<file path="config.mk">
export PLATFORM = sky130hd
export DESIGN_NAME = mem_lane_adapter
export DESIGN_NICKNAME = d
export VERILOG_FILES = /design/src/rtl/mem_lane_adapter.sv
export SDC_FILE = /design/constraint.sdc
export NUM_CORES = 1
export LEC_CHECK = 0
export ABC_AREA = 1
export BUFFER_PORTS_ARGS = -buffer_cell sky130_fd_sc_hd__buf_4
export CAP_MARGIN = 20
export CORE_MARGIN = 1
export CORE_UTILIZATION = 47
export DETAILED_ROUTE_END_ITERATION = 10
export GPL_ROUTABILITY_DRIVEN = 0
export PLACE_DENSITY = 0.8
export SYNTH_ARGS = -nofsm -noshare
export SYNTH_HDL_FRONTEND = slang
export SYNTH_SLANG_ARGS = --single-unit
</file>
<file path="constraint.sdc">
create_clock -name clk_i -period 3.2 [get_ports clk_i]
set_input_delay 0.32 -clock clk_i [delete_from_list [all_inputs] [get_ports clk_i]]
set_output_delay 0.32 -clock clk_i [all_outputs]
set_load 0.1 [all_outputs]
</file>
<file path="src/rtl/mem_lane_adapter.sv">
// -----------------------------------------------------------------------------
// mem_lane_adapter
//
// Purpose:
//   32-bit valid/ready request/response adapter in front of one port of a
//   40-bit RAM. Each data byte is stored in a 10-bit lane as
//   {1'b0, even_parity(byte), byte}. Reads are checked for parity on return.
//   Responses go through a small FIFO so the requester can apply backpressure.
//
// Ports:
//   clk_i, rstn_i              clock, asynchronous active-low reset
//   req_valid_i / req_ready_o  request handshake
//   req_addr_i, req_wdata_i    word address, write data
//   req_be_i, req_we_i         byte enables (writes only), 1 = write
//   rsp_valid_o / rsp_ready_i  response handshake
//   rsp_rdata_o                read data (0 for write responses)
//   rsp_write_o                response belongs to a write
//   rsp_err_o                  parity error seen on the read data
//   ram_addr_o, ram_din_o      RAM address, packed write data
//   ram_be_o                   RAM lane strobes
//   ram_wren_o, ram_rden_o     RAM write / read enables
//   ram_dout_i                 RAM read data, valid one cycle after rden
// -----------------------------------------------------------------------------
module mem_lane_adapter #(
    parameter int AddrWidth = 10,
    parameter int DataWidth = 32,
    parameter int RamWidth  = 40,
    parameter int BeWidth   = 4,
    parameter int RspDepth  = 3
) (
    input  logic                 clk_i,
    input  logic                 rstn_i,
    input  logic                 req_valid_i,
    output logic                 req_ready_o,
    input  logic [AddrWidth-1:0] req_addr_i,
    input  logic [DataWidth-1:0] req_wdata_i,
    input  logic [BeWidth-1:0]   req_be_i,
    input  logic                 req_we_i,
    output logic                 rsp_valid_o,
    input  logic                 rsp_ready_i,
    output logic [DataWidth-1:0] rsp_rdata_o,
    output logic                 rsp_write_o,
    output logic                 rsp_err_o,
    output logic [AddrWidth-1:0] ram_addr_o,
    output logic [RamWidth-1:0]  ram_din_o,
    output logic [BeWidth-1:0]   ram_be_o,
    output logic                 ram_wren_o,
    output logic                 ram_rden_o,
    input  logic [RamWidth-1:0]  ram_dout_i
);

    localparam int LaneW = RamWidth / BeWidth;
    localparam int CntW  = $clog2(RspDepth + 1);
    localparam int PtrW  = (RspDepth > 1) ? $clog2(RspDepth) : 1;

    typedef struct packed {
        logic                 write;
        logic                 err;
        logic [DataWidth-1:0] rdata;
    } rsp_t;

    logic                 accept;
    logic                 push;
    logic                 pop;
    logic [CntW-1:0]      count;
    logic [CntW:0]        occupancy;
    logic                 inflight;
    logic                 inflight_we;
    logic [PtrW-1:0]      wr_ptr;
    logic [PtrW-1:0]      rd_ptr;
    rsp_t                 fifo_mem [RspDepth];
    rsp_t                 cap_entry;
    rsp_t                 head;
    logic                 unused_lane_msbs;

    // Every in-flight request already owns a FIFO slot, so the ready rule
    // only looks at registered state and never at rsp_ready_i.
    assign occupancy   = {1'b0, count} + {{CntW{1'b0}}, inflight};
    assign req_ready_o = rstn_i & (occupancy < (CntW+1)'(RspDepth));
    assign accept      = req_valid_i & req_ready_o;

    // RAM drive: combinational from the request during the accept cycle only.
    always_comb begin
        // NOTE: every output of this block gets a default first, so no path
        // leaves a signal unassigned and no latch is inferred.
        ram_addr_o = '0;
        ram_din_o  = '0;
        ram_be_o   = '0;
        ram_wren_o = 1'b0;
        ram_rden_o = 1'b0;
        if (accept) begin
            ram_addr_o = req_addr_i;
            if (req_we_i) begin
                ram_wren_o = 1'b1;
                ram_be_o   = req_be_i;
                for (int i = 0; i < BeWidth; i++) begin
                    ram_din_o[i*LaneW +: LaneW] =
                        LaneW'({^req_wdata_i[i*8 +: 8], req_wdata_i[i*8 +: 8]});
                end
            end else begin
                ram_rden_o = 1'b1;
            end
        end
    end

    // Capture: unpack read lanes and check parity over data + parity bits.
    always_comb begin
        cap_entry = '0;
        if (inflight_we) begin
            cap_entry.write = 1'b1;
        end else begin
            for (int i = 0; i < BeWidth; i++) begin
                cap_entry.rdata[i*8 +: 8] = ram_dout_i[i*LaneW +: 8];
                cap_entry.err = cap_entry.err | (^ram_dout_i[i*LaneW +: 9]);
            end
        end
    end

    // Lane bit 9 is always written as 0 and carries no information on read.
    always_comb begin
        unused_lane_msbs = 1'b0;
        for (int i = 0; i < BeWidth; i++) begin
            unused_lane_msbs = unused_lane_msbs ^ ram_dout_i[i*LaneW + LaneW - 1];
        end
    end

    assign push = inflight;
    assign pop  = rsp_valid_o & rsp_ready_i;

    // NOTE: state registers use non-blocking assignments so every flop samples
    // the pre-edge values regardless of statement order.
    always_ff @(posedge clk_i or negedge rstn_i) begin
        if (!rstn_i) begin
            count       <= '0;
            inflight    <= 1'b0;
            inflight_we <= 1'b0;
            wr_ptr      <= '0;
            rd_ptr      <= '0;
        end else begin
            inflight    <= accept;
            inflight_we <= accept & req_we_i;
            if (push) begin
                wr_ptr <= (wr_ptr == PtrW'(RspDepth - 1)) ? '0 : wr_ptr + 1'b1;
            end
            if (pop) begin
                rd_ptr <= (rd_ptr == PtrW'(RspDepth - 1)) ? '0 : rd_ptr + 1'b1;
            end
            case ({push, pop})
                2'b10:   count <= count + 1'b1;
                2'b01:   count <= count - 1'b1;
                default: count <= count;
            endcase
        end
    end

    // NOTE: FIFO storage is deliberately not reset; count decides which
    // entries are valid, and outputs are gated while the FIFO is empty.
    always_ff @(posedge clk_i) begin
        if (push) begin
            fifo_mem[wr_ptr] <= cap_entry;
        end
    end

    assign head        = fifo_mem[rd_ptr];
    assign rsp_valid_o = (count != '0);
    assign rsp_rdata_o = rsp_valid_o ? head.rdata : '0;
    assign rsp_write_o = rsp_valid_o & head.write;
    assign rsp_err_o   = rsp_valid_o & head.err;

endmodule

</file>
-- Yosys cells after proc, flatten, opt, wreduce, memory -nomap -nowiden
Memories as Yosys holds them, arrays and structs flattened.
Index checks and enable logic that the tools add are counted.
- memories kept: 1
- bits in writable memories: 102
- register bits: 8
- output and inout port bits: 92
- input bits: 91
- word-level logic and storage cells: 52
- memory list (name ; words ; bits a word ; read ports ; clocked after memory_dff ; write ports ; RTL line ; text):
    fifo_mem ; 3 ; 34 ; 1 ; 0 ; 1 ; 71 ; rsp_t fifo_mem [RspDepth];
- add/subtract/negate cells: 5
- reduce and logical (&&, ||, !) cells: 10
- magnitude comparators: 1
- bitwise gates (word level): 9
- eq/ne operators: 4
- muxes and demuxes: 17
- operators by type and width (kind ; count):
    40-bit 2-to-1 mux ; 1
    39-bit 2-to-1 mux ; 1
    9-bit XOR reduction ; 4
    33-bit 2-to-1 mux ; 1
    32-bit 2-to-1 mux ; 1
    8-bit XOR reduction ; 4
    10-bit 2-to-1 mux ; 1
    4-bit 2-to-1 mux ; 2
    1-bit 2-to-1 mux ; 7
    2-bit by 1-bit adder with 2-bit output, second input constant ; 3
    1-bit AND ; 6
    2-bit equality test, second input constant ; 3
    2-bit 2-to-1 mux ; 2
    2-bit one-hot mux with 2 select lines ; 1
    2-bit nonzero test ; 2
    2-bit by 1-bit adder with 3-bit output ; 1
    3-bit by 2-bit less-than comparator with 1-bit output, second input constant ; 1
    1-bit OR ; 3
    2-bit by 1-bit equality test with 1-bit output, second input constant ; 1
    2-bit by 1-bit subtractor with 2-bit output, second input constant ; 1

-- Logic depth before layout (Yosys ltp)
- word-level depth: 5
- mapped depth: 12
- mapped depth without buffers: 12

-- Worst setup path after synthesis
Ideal clock, no wire load.
- path kind: reg-to-output
- start: reg count[0]
- end: out ram_din_o[18]
- path buffers: 0
- stages on the path, launching flop included: 12
- required time: 2.880 ns
- arrival: 4.986 ns
- path slack: -2.106 ns
- path through: dfrtp_1 ha_1 ha_1 nand2_1 nand2_1 nor2_1 nand2_1 inv_1 nand2_1 inv_1 o21ai_0 a21oi_1
- cells in the longest elaborated chain, start to end: 5
- ends and longest elaborated chain (item ; RTL line ; text):
    start: declaration ; 65 ; logic [CntW-1:0] count;
    start signal: assignment ; 149 ; 2'b10: count <= count + 1'b1;
    start signal: assignment ; 150 ; 2'b01: count <= count - 1'b1;
    start signal: assignment ; 151 ; default: count <= count;
    2-bit by 1-bit adder with 3-bit output ; 78 ; assign occupancy = {1'b0, count} + {{CntW{1'b0}}, inflight};
    3-bit by 2-bit less-than comparator with 1-bit output ; 79 ; assign req_ready_o = rstn_i & (occupancy < (CntW+1)'(RspDepth));
    1-bit AND ; 79 ;
    via req_ready_o ; 34 ; output logic req_ready_o,
    1-bit AND ; 80 ; assign accept = req_valid_i & req_ready_o;
    via accept ; 62 ; logic accept;
    40-bit 2-to-1 mux ; 91 ; if (accept) begin
    end: declaration ; 45 ; output logic [RamWidth-1:0] ram_din_o,
The timed path passes the listed nets, and every way through them passes these cells.

-- Worst setup path in the final report
- start: reg count[0]
- end: out ram_din_o[18]
- cells in the longest elaborated chain, start to end: 5
- ends and longest elaborated chain (item ; RTL line):
    2-bit by 1-bit adder with 3-bit output ; 78
    3-bit by 2-bit less-than comparator with 1-bit output ; 79
    1-bit AND ; 79
    1-bit AND ; 80
    via accept ; 62
    40-bit 2-to-1 mux ; 91
The timed path passes the listed nets, and every way through them passes these cells.

==> results.cfg <==
[setup_path]
start_kind = register
arrival_ns = 2.47
crit_required_ns = 2.88
path_cells = ha_1 -> ha_1 -> nand2_1 -> nand2_1 -> nor2_4 -> nand2_2 -> inv_1 -> nand2_1 -> clkinvlp_4 -> o21ai_0 -> a21oi_4 -> buf_4
slowest_stage = dfrtp_1
end_kind = output port
reg2regPathDepth = 8
critPathTopFamily = buffers and inverters
crit_top_cell = nand2_1
r2r_end = count[1]$_DFFE_PN0P_
cp_slowest_stage_delay_ns = 0.43
crit-reg2reg-launch = count[0]$_DFFE_PN0P_
ff2ff_setup_slack_ns = 1.03
criticalPathCategory = register to output port
path_buf_inv = 3
critPathMaxFanout = 5

[synthesis]
synthFlopType = edfxtp_1
synth-seq-area-share_pct = 54.3
avgSynthCellArea_sq_um = 8.68
synth_area_sq_mm = 0.00601
async_reset_ff_share_pct = 7.27
synth_edf_count = 102
ys_top_cells_by_area = edfxtp_1 51%, nand2_1 10%, inv_1 8.9%, nor2_1 6.2%, o211ai_2 4.6%
post-synth-top-area-fraction_pct = 51.0
synth.most_common_cell = nand2_1
synth_common_cells = 165 x nand2_1, 143 x inv_1, 102 x edfxtp_1, 100 x nor2_1, 36 x nand3_1
yosys_register_bits = 110
synthCells = 692
yosys_warnings = 0
synth_top_cell_by_area = edfxtp_1
yosys.cell_types.count = 25

[global_route]
antenna_found_initial = 0
overflow = 0
grt_usage_pct = 22.1
grt_pass1_vias = 4634
grt_max_degree = 48
grt_first_pass_wirelength_mm = 22.1

[sta]
tightest_slew_ns = 0.749
setup_viol = 0
timing.final.hold_violations = 0
slew_viol_final = 0
slew-limit-headroom_pct = 49.9
grt_setup_unrepaired = false
fmax_mhz = 359
fin_crit_ns = 2.79
fin_crit_sh_pct = 87.1
skew_ns = 0.00557

[pwr]
switching_share_pct = 56.2
internal_power_mw = 3.51
p_seq_share_pct = 23.5
pwr-share-clk_pct = 15.3
ir_drop_mv = 0.464
p_per_area_mw_per_mm2 = 1020
switching_power_mw = 4.51
leakagePower_nw = 3.90
power_frac_comb_pct = 61.2

[floorplanning]
fp.coreArea_sq_mm = 0.0122
start_util_pct = 49.2
placementRows = 40
die_w_microns = 115
dieArea_sq_mm = 0.0132
ioPinCount = 183
fp.dieH_microns = 115

[clocking]
post-cts-setup-buffer-count = 0
cts_tree = yes
clock_sinks = 110
ctsHtreeMaxLevel = 3
clock_path_buffers = 2
cts_buffers = 9
cts-resized-gates = 0
clk_pin_slew_ns = 0.07
cts-root-buf = clkbuf_16
clk_latency_ns = 0.35

[layout]
multi_input_area_sq_mm = 0.00212
postLayoutCellArea_sq_mm = 0.00789
syn2layout_area_growth_pct = 31.3
drive_gt1_share_pct = 28.4
regArea_sq_mm = 0.00326
nets = 951
n_antenna_cell = 0
nFillCells = 1018
finalNonFillerCells = 1030

[route]
via_per_inst = 4.73
drcViolationCount = 0
drt_wl_total_mm = 13.9
final_antenna_net_count = 0
wl_per_cell_microns = 13.5
vias = 4869
drt-initial-drc-count = 226
drt-pass1-iter-count = 4

[worst_hold_path]
holdPathEnd = inflight$_DFF_PN0_
holdCritPathClass = primary input to register
hold_start = req_valid_i
holdPathStages = 3

[status]
status = completed

[placed_design]
hpwl_mm = 9.97
dp.cells = 1013
dpl_cell_area_sq_mm = 0.00754
portBuffers = 174

[job]
max-cap-violations = 0
worst min-delay path, cell delays in order:
cell and delay [ns]:
buf_4 0.08, nand2_2 0.05, inv_1 0.06
what timing repair did:
action,in CTS,in global routing
hold endpoints to repair,8,0
setup endpoints to repair,0,0
hold buffers,1,0
flip-flops by register name, indices dropped and copies added (netlist names):
signal       flops
fifo_mem       102
count            2
rd_ptr           2
wr_ptr           2
inflight         1
inflight_we      1
placed cells by master (no fill, tap or decap), types with 10 or more instances in the layout:
master and n:
o211ai_2 22, nand2_1 164, edfxtp_1 102, buf_4 183, nor2_2 10, o21ai_0 22
nor2_1 89, xnor2_1 22, nand3_1 36, xor2_1 10, inv_1 142
power by group through the flow:
stage                     clock network [mW]  logic [mW]  registers, mW
after global routing                    1.31        5.15           1.91
after CTS                               1.24        4.94           1.89
final                                   1.23        4.91           1.89
after global placement                     0        4.89           1.91
after detailed placement                   0        4.93           1.92
after floorplan                            0        3.97           1.90
per-layer routing:
layer	share of wire, %	GRT usage [%]	up-vias
li1	-	-	2477
met1	38	24.3	2195
met2	54	43.2	186
met3	7.4	4.38	11
met4	1.1	5.80	0
met5	0	0	-
cell type report:
cell class              count  share of cell area (%)
well taps                 168                    2.67
multi-input cells         406                    26.9
inverters                 145                    6.95
clock inverters             7                    1.41
flip-flops and latches    110                    41.4
clock buffers               9                    2.86
repair buffers            185                    17.8
metrics by stage:
stage | setup TNS, ns | total power [mW] | hold slack, ns | utilization, % | setup slack (ns)
floorplan | -12.18 | 5.87 | 0.0244 | - | -0.357
detailed placement | 0 | 6.86 | 0.146 | 61.7 | 0.773
finish | 0 | 8.02 | 0.197 | 64.6 | 0.412
global route | 0 | 8.36 | 0.191 | 64.6 | 0.253
global placement | 0 | 6.81 | 0.145 | 61.7 | 0.814
CTS | 0 | 8.07 | 0.190 | 64.6 | 0.387
kinds of logic after synthesis:
logic type,count (synthesis),share of synthesized area (%)
AOI/OAI and AO/OA,61,7.96
and+or+nand+nor,306,20.0
xor gates and xnor gates,32,4.67
buffers and inverters,179,12.4
DFF,110,54.3
adders and majority gates,3,0.625
other,1,0.0624
worst max path at each step:
stage	slack [ns]	cells after the start	end	startpoint
after global routing	0.25	12	ram_din_o[18]	count[0]$_DFFE_PN0P_
after CTS	0.39	12	ram_din_o[18]	count[0]$_DFFE_PN0P_
final	0.41	12	ram_din_o[18]	count[0]$_DFFE_PN0P_
after detailed placement	0.77	12	ram_din_o[18]	count[0]$_DFFE_PN0P_
after floorplan	-0.36	9	ram_be_o[0]	count[0]$_DFFE_PN0P_
after global placement	0.81	12	ram_din_o[18]	count[0]$_DFFE_PN0P_
No activity file was read; power rests on OpenSTA's default activity.
